### config.mk
export PLATFORM = sky130hd
export DESIGN_NAME = maze_state_tracker_flat
export DESIGN_NICKNAME = d
export VERILOG_FILES = /design/src/rtl/maze_state_tracker_if.sv /design/src/rtl/maze_state_tracker.sv /design/src/flat_wrapper.sv
export SDC_FILE = /design/constraint.sdc
export NUM_CORES = 1
export LEC_CHECK = 0
export ABC_AREA = 1
export CORE_MARGIN = 2
export CORE_UTILIZATION = 40
export DETAILED_ROUTE_END_ITERATION = 8
export HOLD_SLACK_MARGIN = 0.02
export PLACE_DENSITY = 0.74
export SLEW_MARGIN = 20
export SYNTH_ARGS = -nofsm -noshare
export SYNTH_HDL_FRONTEND = slang
export SYNTH_SLANG_ARGS = --single-unit
### constraint.sdc
create_clock -name clk -period 2.6 [get_ports clk]
set_input_delay 0.52 -clock clk [delete_from_list [all_inputs] [get_ports clk]]
set_output_delay 0.52 -clock clk [all_outputs]
set_load 0.02 [all_outputs]
### src/rtl/maze_state_tracker_if.sv
// rtl/maze_state_tracker_if.sv - action/update bundle between the agent, the maze tracker and the state decoder
interface maze_state_tracker_if;
    logic       start;
    logic       act_valid;
    logic [1:0] act;
    logic       act_ready;
    logic [3:0] at;
    logic       upd_valid;
    logic [1:0] upd_act;
    logic [3:0] s_next;
    logic [7:0] reward;
    logic       done;
    logic [7:0] step_cnt;
    logic [15:0] episode_cnt;

    modport master (
        output start, act_valid, act,
        input  act_ready, at, upd_valid, upd_act, s_next, reward, done, step_cnt, episode_cnt
    );

    modport slave (
        input  start, act_valid, act,
        output act_ready, at, upd_valid, upd_act, s_next, reward, done, step_cnt, episode_cnt
    );
endinterface

### src/rtl/maze_state_tracker.sv
// rtl/maze_state_tracker.sv - 5x3 grid maze state register: applies actions, produces next cell, reward and episode end
module maze_state_tracker #(
    parameter logic [3:0]        START_CELL = 4'd1,
    parameter logic [3:0]        GOAL_CELL  = 4'd15,
    parameter logic [14:0]       WALL_MASK  = 15'b0,
    parameter logic [7:0]        MAX_STEPS  = 8'd100,
    parameter logic signed [7:0] REW_STEP   = -8'sd1,
    parameter logic signed [7:0] REW_WALL   = -8'sd5,
    parameter logic signed [7:0] REW_GOAL   = 8'sd100
) (
    input logic                 clk,
    input logic                 rst,
    maze_state_tracker_if.slave bus
);

    typedef enum logic [1:0] {
        IDLE   = 2'd0,
        RUN    = 2'd1,
        UPDATE = 2'd2,
        DONE   = 2'd3
    } state_t;

    state_t      state;
    logic [3:0]  at_q;
    logic [3:0]  s_next_q;
    logic [7:0]  reward_q;
    logic [1:0]  upd_act_q;
    logic        upd_valid_q;
    logic        done_q;
    logic [7:0]  step_cnt_q;
    logic [15:0] episode_cnt_q;

    // Padding bit 15 keeps the wall lookup in range for any 4-bit index.
    logic [15:0] wall_vec;
    logic [3:0]  cidx;
    logic [3:0]  tgt;
    logic [3:0]  wall_idx;
    logic        off_grid;
    logic        blocked;
    logic [3:0]  mv_next;
    logic [7:0]  mv_reward;

    assign wall_vec = {1'b0, WALL_MASK};

    always_comb begin
        tgt      = at_q;
        off_grid = 1'b0;
        if (at_q > 4'd10) begin
            cidx = at_q - 4'd11;
        end else if (at_q > 4'd5) begin
            cidx = at_q - 4'd6;
        end else begin
            cidx = at_q - 4'd1;
        end
        case (bus.act)
            2'd0: begin
                if (at_q > 4'd5) tgt = at_q - 4'd5;
                else off_grid = 1'b1;
            end
            2'd1: begin
                if (cidx != 4'd4) tgt = at_q + 4'd1;
                else off_grid = 1'b1;
            end
            2'd2: begin
                if (at_q <= 4'd10) tgt = at_q + 4'd5;
                else off_grid = 1'b1;
            end
            default: begin
                if (cidx != 4'd0) tgt = at_q - 4'd1;
                else off_grid = 1'b1;
            end
        endcase
        wall_idx = tgt - 4'd1;
        blocked  = off_grid || wall_vec[wall_idx];
        if (blocked) begin
            mv_next   = at_q;
            mv_reward = REW_WALL;
        end else begin
            mv_next   = tgt;
            mv_reward = (tgt == GOAL_CELL) ? REW_GOAL : REW_STEP;
        end
    end

    always_ff @(posedge clk) begin
        if (rst) begin
            state         <= IDLE;
            at_q          <= 4'd0;
            s_next_q      <= 4'd0;
            reward_q      <= 8'd0;
            upd_act_q     <= 2'd0;
            upd_valid_q   <= 1'b0;
            done_q        <= 1'b0;
            step_cnt_q    <= 8'd0;
            episode_cnt_q <= 16'd0;
        end else begin
            case (state)
                IDLE: begin
                    if (bus.start) begin
                        state      <= RUN;
                        at_q       <= START_CELL;
                        step_cnt_q <= 8'd0;
                    end
                end
                RUN: begin
                    if (bus.act_valid) begin
                        state       <= UPDATE;
                        upd_valid_q <= 1'b1;
                        s_next_q    <= mv_next;
                        reward_q    <= mv_reward;
                        upd_act_q   <= bus.act;
                        step_cnt_q  <= step_cnt_q + 8'd1;
                    end
                end
                UPDATE: begin
                    // at stays on the pre-move cell during UPDATE so the decoder writes the right Q entry.
                    upd_valid_q <= 1'b0;
                    at_q        <= s_next_q;
                    if ((s_next_q == GOAL_CELL) || (step_cnt_q == MAX_STEPS)) begin
                        state         <= DONE;
                        done_q        <= 1'b1;
                        episode_cnt_q <= episode_cnt_q + 16'd1;
                    end else begin
                        state <= RUN;
                    end
                end
                default: begin
                    done_q     <= 1'b0;
                    state      <= RUN;
                    at_q       <= START_CELL;
                    step_cnt_q <= 8'd0;
                end
            endcase
        end
    end

    assign bus.act_ready   = (state == RUN);
    assign bus.at          = at_q;
    assign bus.s_next      = s_next_q;
    assign bus.reward      = reward_q;
    assign bus.upd_act     = upd_act_q;
    assign bus.upd_valid   = upd_valid_q;
    assign bus.done        = done_q;
    assign bus.step_cnt    = step_cnt_q;
    assign bus.episode_cnt = episode_cnt_q;

endmodule

### src/flat_wrapper.sv
// flat-port wrapper written by rule: the top's interface ports become plain ports
module maze_state_tracker_flat 
#(
    parameter logic [3:0]        START_CELL = 4'd1,
    parameter logic [3:0]        GOAL_CELL  = 4'd15,
    parameter logic [14:0]       WALL_MASK  = 15'b0,
    parameter logic [7:0]        MAX_STEPS  = 8'd100,
    parameter logic signed [7:0] REW_STEP   = -8'sd1,
    parameter logic signed [7:0] REW_WALL   = -8'sd5,
    parameter logic signed [7:0] REW_GOAL   = 8'sd100
)
  (clk, rst, bus_start, bus_act_valid, bus_act, bus_act_ready, bus_at, bus_upd_valid, bus_upd_act, bus_s_next, bus_reward, bus_done, bus_step_cnt, bus_episode_cnt);
  maze_state_tracker_if bus_i ();
  input logic clk;
  input logic rst;
  input wire logic [$bits(bus_i.start)-1:0] bus_start;
  input wire logic [$bits(bus_i.act_valid)-1:0] bus_act_valid;
  input wire logic [$bits(bus_i.act)-1:0] bus_act;
  output wire logic [$bits(bus_i.act_ready)-1:0] bus_act_ready;
  output wire logic [$bits(bus_i.at)-1:0] bus_at;
  output wire logic [$bits(bus_i.upd_valid)-1:0] bus_upd_valid;
  output wire logic [$bits(bus_i.upd_act)-1:0] bus_upd_act;
  output wire logic [$bits(bus_i.s_next)-1:0] bus_s_next;
  output wire logic [$bits(bus_i.reward)-1:0] bus_reward;
  output wire logic [$bits(bus_i.done)-1:0] bus_done;
  output wire logic [$bits(bus_i.step_cnt)-1:0] bus_step_cnt;
  output wire logic [$bits(bus_i.episode_cnt)-1:0] bus_episode_cnt;
  assign bus_i.start = bus_start;
  assign bus_i.act_valid = bus_act_valid;
  assign bus_i.act = bus_act;
  assign bus_act_ready = bus_i.act_ready;
  assign bus_at = bus_i.at;
  assign bus_upd_valid = bus_i.upd_valid;
  assign bus_upd_act = bus_i.upd_act;
  assign bus_s_next = bus_i.s_next;
  assign bus_reward = bus_i.reward;
  assign bus_done = bus_i.done;
  assign bus_step_cnt = bus_i.step_cnt;
  assign bus_episode_cnt = bus_i.episode_cnt;
  maze_state_tracker #(.START_CELL(START_CELL), .GOAL_CELL(GOAL_CELL), .WALL_MASK(WALL_MASK), .MAX_STEPS(MAX_STEPS), .REW_STEP(REW_STEP), .REW_WALL(REW_WALL), .REW_GOAL(REW_GOAL)) u_core (.clk(clk), .rst(rst), .bus(bus_i));
endmodule
## Word level (Yosys, flattened, before mapping)

Memory sizes are Yosys's and may differ from the RTL's.
Index checks and enable logic that the tools add are counted.

- Add/sub/neg operators: 9
- $lt $le $gt $ge: 4
- Eq/ne operators: 11
- Mux-type cells: 29
- Bitwise operators: 3
- Reduce and logical (&&, ||, !) cells: 14

Operator list:

| cell | number |
|---|---|
| $mux W4 | 8 |
| $mux W8 | 4 |
| $pmux W4 S3 | 2 |
| $pmux W8 S3 | 1 |
| $add A16 B1 Y16 const B | 1 |
| $reduce_and A2 Y1 | 6 |
| $add A8 B1 Y8 const B | 1 |
| $eq A4 B4 Y1 const B | 2 |
| $eq A8 B7 Y1 const B | 1 |
| $sub A4 B1 Y4 const B | 2 |
| $sub A4 B3 Y4 const B | 2 |
| $mux W1 | 7 |
| $mux W2 | 3 |
| $pmux W2 S3 | 1 |
| $lt A4 B5 Y1 const B | 1 |
| $add A4 B1 Y4 const B | 1 |
| $add A4 B3 Y4 const B | 1 |
| $eq A2 B1 Y1 const B | 2 |
| $eq A2 B2 Y1 const B | 2 |
| $gt A4 B3 Y1 const B | 1 |
| $gt A4 B4 Y1 const B | 1 |
| $le A4 B4 Y1 const B | 1 |
| $logic_not A2 Y1 | 2 |
| $ne A2 B2 Y1 const B | 2 |
| other kinds (11) | 15 |

- Flip-flop bits (word level): 46
- Bits in read-only memories: 16
- Input bits: 6
- Output and inout port bits: 45
- Memories kept: 1

Memories:

| memory | depth | width | read ports | clocked after memory_dff | write ports | RTL line | text |
|---|---|---|---|---|---|---|---|
| (name not given) | 16 | 1 | 1 | 0 | 0 | maze_state_tracker.sv:74 | `blocked = off_grid \|\| wall_vec[wall_idx];` |

## Longest topological paths before layout

Gate-level depths: netlist of run 1.

- Depth in word-level cells: 11
- Depth in mapped cells: 19
- Depth with buffers taken out: 18

## Worst setup path before layout of run 1

No wires, ideal clock.

- Kind: reg-to-reg
- From: reg u_core.at_q[1], in the netlist u_core.bus.at[1]
- To: reg u_core.reward_q[4], in the netlist u_core.bus.reward[4]
- Setup time: 117 ps
- Arrival time: 2077 ps
- Slack: 406 ps
- Cell stages (with the launch flop): 17
- Path buffers: 0
- Path through: dfxtp_1 > inv_1 > ha_1 > inv_1 > nand3_4 > nand2_4 > nand2_1 > nand3_1 > nand2_4 > nand3_4 > nand2_1 > nand2_1 > nand3_1 > nand3b_1 > nand2_1 > nor2_1 > nor2_1

- Word-level cells in the longest chain between the ends: 11
- Elaborated cells between the ends (all ways): 30
- Those cells by class: add/sub: 7; order compare: 3; eq/ne: 2; mux: 15; reduce/logical: 2; memory: 1

RTL lines:

| element | RTL line | text |
|---|---|---|
| start: declaration | maze_state_tracker.sv:24 | `logic [3:0] at_q;` |
| start signal: assignment | maze_state_tracker.sv:117 | `at_q <= s_next_q;` |
| $sub A4 B1 Y4 (tied with other cells) | maze_state_tracker.sv:53, maze_state_tracker.sv:69 |  |
| $mux W4 | maze_state_tracker.sv:50 | `end else if (at_q > 4'd5) begin` |
| $mux W4 | maze_state_tracker.sv:48 | `if (at_q > 4'd10) begin` |
| $ne A4 B3 Y1 or $reduce_bool A4 Y1 (tied branches) | maze_state_tracker.sv:61, maze_state_tracker.sv:69 |  |
| $mux W4 (on tied branches) | maze_state_tracker.sv:61, maze_state_tracker.sv:69 |  |
| $pmux W4 S3 | maze_state_tracker.sv:55 | `case (bus.act)` |
| $sub A4 B1 Y4 | maze_state_tracker.sv:73 | `wall_idx = tgt - 4'd1;` |
| $mem_v2 Z16 W1 | n/a |  |
| $mux W1 (not written as such) | maze_state_tracker.sv:74 |  |
| $logic_or A1 B1 Y1 | maze_state_tracker.sv:74 |  |
| $mux W8 * | maze_state_tracker.sv:75 | `if (blocked) begin` |
| end signal: assignment | maze_state_tracker.sv:109 | `reward_q <= mv_reward;` |
| end: declaration | maze_state_tracker.sv:26 | `logic [7:0] reward_q;` |

Mark *: on every way between the ends. The rest lies on a longest branch, timed or not. The select of a mux whose other input is x is not followed.
A chain may end at the register's enable or synchronous reset.

## Worst setup path after layout of run 1

- From: reg u_core.state[1]
- To: out bus_act_ready

- Word-level cells in the longest chain between the ends: 1

RTL lines:

| element | RTL line | text |
|---|---|---|
| start: declaration | maze_state_tracker.sv:23 | `state_t state;` |
| start signal: assignment | maze_state_tracker.sv:86 | `state <= IDLE;` |
| start signal: assignment | maze_state_tracker.sv:99 | `state <= RUN;` |
| start signal: assignment | maze_state_tracker.sv:106 | `state <= UPDATE;` |
| $eq A2 B1 Y1 | maze_state_tracker.sv:136 | `assign bus.act_ready = (state == RUN);` |
| end: declaration | flat_wrapper.sv:19 | `output wire logic [$bits(bus_i.act_ready)-1:0] bus_act_ready;` |

No other way between the ends.

==> flow_summary.rst, run 1 <==
.. list-table::
   :header-rows: 1

   * - Metric
     - Value
   * - Share of layout cells above drive strength 1
     - 0.169
   * - Minimum clock period after layout
     - between 2 and 2.5 ns
   * - Count of different cell masters after synthesis
     - between 40 and 50
   * - Transition time at the pin with the least slew margin
     - approximately 0.68 ns
   * - Area growth from synthesis to final layout
     - 23.9%
   * - Number of warning messages in the yosys log
     - 0
   * - Combinational family with the most area after synthesis
     - simple AND/OR/NAND/NOR gates
   * - Final setup violating endpoints
     - 0
   * - Multiplexer share of the synthesized area
     - 0
   * - Count of unresolved DRC violations after routing
     - 0
   * - Number of fillers in the final layout
     - ~660
   * - Max transition margin
     - 0.545
   * - Routed Wire Length
     - 6050 um
   * - Antenna violations before repair
     - 0
   * - Antenna diode instance count
     - 0
   * - Clock Path Buffers
     - 2
   * - Height of the die
     - 87.1 um
   * - Post-synth top flop
     - sky130_fd_sc_hd__dfxtp_1
   * - Synthesis-stage register bit count
     - around 40
   * - HPWL after DPL
     - about 4600 um
   * - Gates resized, CTS repair
     - 0
   * - Sequential-to-total area share from yosys stat
     - 0.297
   * - Number of enable flip-flop cells after synthesis
     - 0
   * - Post-Synth XOR/XNOR Area
     - 0.0249
   * - Simple-gate share of the synthesized area
     - 0.358
   * - Syn nets
     - slightly below 400
   * - Synth async-reset ratio
     - 0
   * - Insertion delay of the later-clocked pin in the worst-skew pair
     - 0.29 ns
   * - Top post-synthesis cells by area
     - sky130_fd_sc_hd__dfxtp_1 (30%), sky130_fd_sc_hd__nand2_1 (8.1%), sky130_fd_sc_hd__ha_1 (7.2%)
   * - Worst-case setup slack after placement
     - approximately 0.36 ns
   * - Post CTS Setup Buffer Count
     - 0
   * - Number of cell rows
     - 30
   * - Most common cell in the netlist
     - sky130_fd_sc_hd__nand2_1
   * - Final #Nets
     - 440
   * - Total count of max-transition violations in the final report
     - 0
   * - Cell area power density
     - approximately 620 nW/um^2
   * - Hold-fix buffers at CTS
     - 0
   * - Setup Crit Path Kind
     - register to output port
   * - CP endpoint kind
     - output port
   * - Buffers added on ports
     - 50
   * - # clock sinks
     - a little over 40
   * - Synth Instances
     - around 370
   * - Number of global-route vias before repair
     - ~2.2k
   * - Post-detailed-route wirelength per cell
     - around 12 um
   * - GRT met1 Usage
     - 0.233
   * - Synth Area in Compound Gates
     - 0.138
   * - Die Area
     - 7590 um^2
   * - Worst Hold End
     - u_core.bus.episode_cnt[4]
   * - Setup repair after global routing missed its margin
     - false
   * - CTS root buf
     - sky130_fd_sc_hd__clkbuf_8
   * - Adder-cell share of the synthesized area
     - 0.0724
   * - Largest clock skew in the final design
     - ~0.0025 ns
   * - First-iteration detailed-routing DRC count
     - 100
   * - Global routing met2 resource utilization
     - 0.268
   * - CTS Buf Count
     - 5
   * - Overall fraction of global-route tracks in use
     - 0.167
   * - Last weighted congestion value of the routability-driven placer
     - between 0.8 and 0.9
   * - Worst EP required
     - about 2.1 ns
   * - H-tree Lvls
     - 2
   * - Total negative slack for setup checks
     - 0 ns
   * - Area occupied by multi-input gates
     - between 1500 and 2000 um^2
   * - Worst setup margin
     - between 0.3 and 0.4 ns
   * - Hold Path Origin
     - u_core.bus.episode_cnt[4]
   * - Fraction of the cycle the final worst path needs
     - 0.848
   * - Via-per-instance ratio
     - 4.97
   * - Area leader, netlist
     - sky130_fd_sc_hd__dfxtp_1
   * - Final Hold Viols
     - 0
   * - Share of the synthesized area in the top cell type
     - 0.297
   * - Worst Hold Path Cells
     - 2
   * - Highest attainable clock frequency
     - 454 MHz
   * - Floorplan Core Area
     - approximately 6800 um^2
   * - Data arrival time of the worst path
     - approximately 1.7 ns
   * - Die extent in x
     - roughly 87 um
   * - DRT Pass-1 Iters
     - 4
   * - Peak supply drop
     - 0.000314 V
   * - Final antenna-violating net count
     - 0
   * - Outcome
     - finished clean
   * - Capture instance of the worst register-to-register path
     - u_core.bus.reward[4]
   * - Largest net degree at the start of global routing
     - 18
   * - Launch instance of the worst register-to-register path
     - u_core.bus.at[1]
   * - Residual overflow from global routing
     - 0
   * - Kind of launch point of the worst setup path
     - register
   * - Type of the worst min-delay path
     - register to register
   * - Largest fanout on the critical path
     - 6
   * - Cell area after synthesis
     - ~2800 um^2
   * - Clk slew on worst S/H paths
     - about 0.08 ns
   * - Static leakage
     - 1.38 nW
   * - Worst reg-to-reg path cell count
     - 15
   * - Met3 Track Usage GR
     - 0.0313
   * - MaxCap Viol Count
     - 0
   * - Post-Synthesis Mean Instance Area
     - 7.51 um^2
   * - Number of vias in the routed layout
     - between 2k and 2.5k
   * - CTS tree
     - yes
   * - First-pass GRT wire length
     - between 10000 and 15000 um
   * - Starting density of the core
     - 0.409
   * - Number of placed I/O pins
     - 51
   * - Worst R2R Setup Slack
     - between 0.4 and 0.5 ns
   * - Busiest layer in global routing
     - met2
   * - Commonest cells post-synth
     - sky130_fd_sc_hd__nand2_1 (60), sky130_fd_sc_hd__inv_1 (42), sky130_fd_sc_hd__dfxtp_1 (41), sky130_fd_sc_hd__a21oi_1 (31), sky130_fd_sc_hd__nor2_1 (31)
   * - Footprint of the flip-flops and latches
     - slightly above 800 um^2
## layer usage
metal | part of all wire | routed length (um)
met5 | 0 | 0
met4 | 0.0096 | 58
met3 | 0.039 | 238
met2 | 0.45 | 2740
met1 | 0.50 | 3020
## cell families after synthesis
group           count (synthesis)
simple gates                  170
compound gates                 68
buf+inv                        66
flops                          41
fa+ha+maj                      16
xor+xnor                        7
## worst max path at each step
stage,end,startpoint,slack (ns),cells past startpoint
3_5_place_dp,u_core.bus.s_next[0],bus_act[0],0.36,12
6_report,bus_act_ready,u_core.state[1],0.40,3
5_1_grt,u_core.bus.reward[4],u_core.bus.at[1],0.23,15
4_1_cts,bus_act_ready,u_core.state[1],0.38,3
2_1_floorplan,u_core.bus.reward[4],u_core.bus.at[1],0.41,16
3_3_place_gp,u_core.bus.s_next[0],bus_act[0],0.43,12
## sequential cells by signal, summed over array words and instances, names as in the netlist
| register | count |
|---|---|
| u_core.bus.at | 4 |
| u_core.bus.done | 1 |
| u_core.bus.episode_cnt | 16 |
| u_core.bus.reward | 3 |
| u_core.bus.s_next | 4 |
| u_core.bus.step_cnt | 8 |
| u_core.bus.upd_act | 2 |
| u_core.bus.upd_valid | 1 |
| u_core.state | 2 |
## stage by stage
stage,cell area (um^2),power (mW),hold WS (ns),util,instances
after global placement,3310,1.62,0.455,0.490,491
after CTS,3420,2.15,0.470,0.507,499
final,3420,2.13,0.468,0.507,499
after detailed placement,3310,1.63,0.458,0.490,491
after floorplan,2760,1.42,0.528,-,368
after global routing,3420,2.28,0.504,0.507,499
## power breakdown
group          internal (mW)  total [mW]  switching, mW  leakage (nW)
Combinational          0.334       0.893          0.558         0.993
Clock                  0.288       0.515          0.227        0.0554
Sequential             0.673       0.724         0.0511         0.333
## layout make-up
cell class | instances | share of cell area
Sequential cell | 41 | 0.240
Clock inverter | 2 | 0.0113
Multi-Input combinational cell | 261 | 0.479
Inverter | 54 | 0.0621
Clock buffer | 6 | 0.0212
Tap cell | 80 | 0.0292
Timing Repair Buffer | 55 | 0.157
## cells in the final DEF, fill, tap and decap left out, types with 2 or more instances in the layout
master                            count
sky130_fd_sc_hd__a211oi_1             6
sky130_fd_sc_hd__a21oi_1             31
sky130_fd_sc_hd__a21oi_2              2
sky130_fd_sc_hd__buf_4                5
sky130_fd_sc_hd__clkbuf_8             5
sky130_fd_sc_hd__clkdlybuf4s50_1     50
sky130_fd_sc_hd__dfxtp_1             41
sky130_fd_sc_hd__ha_1                16
sky130_fd_sc_hd__inv_1               42
sky130_fd_sc_hd__inv_2                9
sky130_fd_sc_hd__inv_4                2
sky130_fd_sc_hd__nand2_1             60
sky130_fd_sc_hd__nand2_2             10
sky130_fd_sc_hd__nand2_4              5
sky130_fd_sc_hd__nand3_1             18
sky130_fd_sc_hd__nand3_2              8
sky130_fd_sc_hd__nand3_4              3
sky130_fd_sc_hd__nand4_1              7
sky130_fd_sc_hd__nand4_4              2
sky130_fd_sc_hd__nor2_1              31
sky130_fd_sc_hd__nor2_2               3
sky130_fd_sc_hd__nor2_4               2
sky130_fd_sc_hd__nor3_1               6
sky130_fd_sc_hd__nor3_2               2
sky130_fd_sc_hd__nor3_4               2
sky130_fd_sc_hd__nor3b_1              2
sky130_fd_sc_hd__nor3b_2              2
sky130_fd_sc_hd__o21a_1               2
sky130_fd_sc_hd__o21ai_0             21
sky130_fd_sc_hd__or2_2                2
sky130_fd_sc_hd__xnor2_1              2
sky130_fd_sc_hd__xor2_1               4
## worst max-delay path, stage by stage (launching register included)
cell	delay [ns]
sky130_fd_sc_hd__dfxtp_1	0.33
sky130_fd_sc_hd__inv_1	0.09
sky130_fd_sc_hd__ha_1	0.31
sky130_fd_sc_hd__clkdlybuf4s50_1	0.66
(Power assumes the default switching activity.)
==> run 2, diff against run 1 <==
--- a/config.mk
+++ b/config.mk
@@ -10,7 +10,7 @@
 export CORE_UTILIZATION = 40
 export DETAILED_ROUTE_END_ITERATION = 8
 export HOLD_SLACK_MARGIN = 0.02
-export PLACE_DENSITY = 0.74
+export PLACE_DENSITY = 0.76
 export SLEW_MARGIN = 20
 export SYNTH_ARGS = -nofsm -noshare
 export SYNTH_HDL_FRONTEND = slang
==> constraint.sdc (replaced) <==
create_clock -name clk -period 1.95 [get_ports clk]
set_input_delay 0.39 -clock clk [delete_from_list [all_inputs] [get_ports clk]]
set_output_delay 0.39 -clock clk [all_outputs]
set_load 0.02 [all_outputs]
==> flow_summary.rst, run 2 (synthesis results as in run 1) <==
.. list-table::
   :header-rows: 1

   * - Metric
     - Value
   * - Fraction of the cycle the final worst path needs
     - 1.01
   * - Routed Wire Length
     - 7700 um
   * - Total count of max-transition violations in the final report
     - 0
   * - Global routing met2 resource utilization
     - 0.305
   * - Antenna violations before repair
     - 0
   * - Worst EP required
     - about 2.1 ns
   * - Worst-case setup slack after placement
     - -0.117 ns
   * - Post-detailed-route wirelength per cell
     - around 14 um
   * - Via-per-instance ratio
     - slightly above 5
   * - Buffers added on ports
     - 50
   * - Number of placed I/O pins
     - 51
   * - Share of layout cells above drive strength 1
     - 0.355
   * - Largest net degree at the start of global routing
     - 18
   * - Insertion delay of the later-clocked pin in the worst-skew pair
     - approximately 0.30 ns
   * - Final core area utilization
     - 0.597
   * - HPWL after DPL
     - 5180 um
   * - Largest register FFs
     - 16
   * - Busiest layer in global routing
     - met2
   * - CTS root buf
     - sky130_fd_sc_hd__clkbuf_8
   * - Number of cell rows
     - 30
   * - Cell seen most often among critical-path stages
     - sky130_fd_sc_hd__nand3_2
   * - Area growth from synthesis to final layout
     - 45.9%
   * - Hold-fix buffers at CTS
     - 0
   * - Violated checks
     - negative setup slack
   * - Starting density of the core
     - 0.409
   * - Launch instance of the worst register-to-register path
     - u_core.bus.at[0]
   * - Final setup violating endpoints
     - 1
   * - # clock sinks
     - 41
   * - Final #Nets
     - around 500
   * - First-pass GRT wire length
     - 11300 um
   * - Cell Area, Placed
     - about 3500 um^2
   * - Peak supply drop
     - approximately 0.00052 V
   * - DRT Pass-1 Iters
     - 4
   * - Final Cell Area
     - 4030 um^2
   * - Setup repair after global routing missed its margin
     - true
   * - Worst setup margin
     - -0.0256 ns
   * - Final antenna-violating net count
     - 0
   * - Height of the die
     - around 87 um
   * - Most frequent cells in the layout
     - sky130_fd_sc_hd__nand2_1 (58), sky130_fd_sc_hd__buf_4 (51), sky130_fd_sc_hd__clkdlybuf4s50_1 (48)
   * - Clk slew on worst S/H paths
     - around 0.08 ns
   * - Die Area
     - around 7600 um^2
   * - Residual overflow from global routing
     - 0
   * - MaxCap Viol Count
     - 0
   * - Met3 Track Usage GR
     - 0.0360
   * - Smallest hold slack
     - about 0.47 ns
   * - Setup Crit Path Kind
     - register to register
   * - Outcome
     - complete, but fails checks
   * - Largest clock skew in the final design
     - between 0.007 and 0.008 ns
   * - Transition time at the pin with the least slew margin
     - approximately 0.7 ns
   * - Most frequent standard cell in the layout excluding fill and tap cells
     - sky130_fd_sc_hd__nand2_1
   * - Kind of launch point of the worst setup path
     - register
   * - Worst Hold Path Cells
     - 2
   * - CTS Buf Count
     - 5
   * - Worst Hold End
     - u_core.bus.episode_cnt[4]
   * - Number of fillers in the final layout
     - between 500 and 600
   * - Hold Path Origin
     - u_core.bus.episode_cnt[4]
   * - H-tree Lvls
     - 2
   * - Clock Path Buffers
     - 2
   * - Number of vias in the routed layout
     - 2823
   * - GRT met1 Usage
     - 0.239
   * - Cell area power density
     - about 800 nW/um^2
   * - Crit-path cells
     - buf_4, ha_4, inv_1, nand2_1, nand2_2, nand3_2, nand2_2, nor2_4, nand4_1, nand3_2, nand2_2, nand3_2, nand3_2, nor2_1, nor2_1
   * - Crit path max-delay cell type
     - sky130_fd_sc_hd__dfxtp_4
   * - Die extent in x
     - ~87 um
   * - Data arrival time of the worst path
     - 2.17 ns
   * - Type of the worst min-delay path
     - register to register
   * - Worst R2R Setup Slack
     - -0.03 ns
   * - CTS tree
     - yes
   * - CP endpoint kind
     - register
   * - Antenna diode instance count
     - 0
   * - Total power of the final layout
     - ~3.2 mW
   * - Overall fraction of global-route tracks in use
     - 0.184
   * - Floorplan Core Area
     - between 6000 and 7000 um^2
   * - Highest attainable clock frequency
     - between 500 and 600 MHz
   * - Worst reg-to-reg path cell count
     - 15
   * - Capture instance of the worst register-to-register path
     - u_core.bus.reward[4]
   * - Minimum clock period after layout
     - approximately 2 ns
   * - Largest fanout on the critical path
     - 5
   * - Static leakage
     - roughly 1.7 nW
   * - Max transition margin
     - 0.525
   * - First-iteration detailed-routing DRC count
     - 127
   * - Number of global-route vias before repair
     - between 2k and 3k
   * - Last weighted congestion value of the routability-driven placer
     - 0.882
   * - Final Hold Viols
     - 0
   * - Count of unresolved DRC violations after routing
     - 0
   * - Delay of the slowest critical-path stage
     - 0.39 ns
-- run 2: cell types whose count changed in the layout (fill, tap and decap cells not counted), sizes merged --
cell,before,now
buf,5,54
clkinvlp,0,2
clkdlybuf4s50,50,48
bufinv,1,0
inv,54,53
dlymetal6s2s,0,1
dlygate4sd2,0,1
-- run 2: repair_timing --
item / 4_1_cts / 5_1_grt
setup buffers: 2 / 22
hold endpoints to repair: 0 / 0
setup endpoints to repair: 4 / 19
pin swaps: 4 / 25
gates resized for setup: 8 / 64
-- run 2: worst max-delay path by stage --
stage                           start                          to  depth (start not counted)  slack, ns
6_report             u_core.bus.at[0]        u_core.bus.reward[4]                         15      -0.03
5_1_grt              u_core.bus.at[0]        u_core.bus.reward[4]                         17      -0.16
4_1_cts        u_core.bus.step_cnt[1]  u_core.bus.episode_cnt[10]                         13      0.006
3_5_place_dp            bus_act_valid      u_core.bus.step_cnt[7]                         11      -0.12
3_3_place_gp            bus_act_valid      u_core.bus.step_cnt[7]                         11      -0.08
2_1_floorplan        u_core.bus.at[0]        u_core.bus.reward[4]                         17       0.02
-- run 2: through the flow --
stage	instances	TNS, ns
6_report	548	-0.0256
5_1_grt	548	-1.03
4_1_cts	526	0
3_5_place_dp	516	-0.250
3_3_place_gp	516	-0.122
2_1_floorplan	368	0
-- run 2: layout make-up --
class / count / area (um^2) / area share
Clock buffer: 6 / 72.6 / 0.0180
Clock inverter: 2 / 15.0 / 0.00372
Tap cell: 80 / 100 / 0.0248
Multi-Input combinational cell: 261 / 1850 / 0.458
Sequential cell: 41 / 842 / 0.209
Timing Repair Buffer: 104 / 922 / 0.229
Inverter: 54 / 235 / 0.0583
-- run 2: critical path, delay by kind of cell, from the launching register on --
kind | cells | cell delay, ns
buf+inv | 2 | 0.18
simple gates | 12 | 1.15
flops | 1 | 0.39
fa+ha+maj | 1 | 0.15
-- run 2: power by group --
part           switching, mW  internal (mW)
registers             0.0724          0.908
logic                  0.950          0.736
clock network          0.307          0.252
total                   1.33           1.90
-- run 2: layer usage --
metal / vias to the layer above / part of all wire / routed length, um
li1: 1401 / - / -
met1: 1313 / 0.43 / 3310
met2: 86 / 0.50 / 3840
met3: 23 / 0.042 / 327
met4: 0 / 0.029 / 220
met5: - / 0 / 0
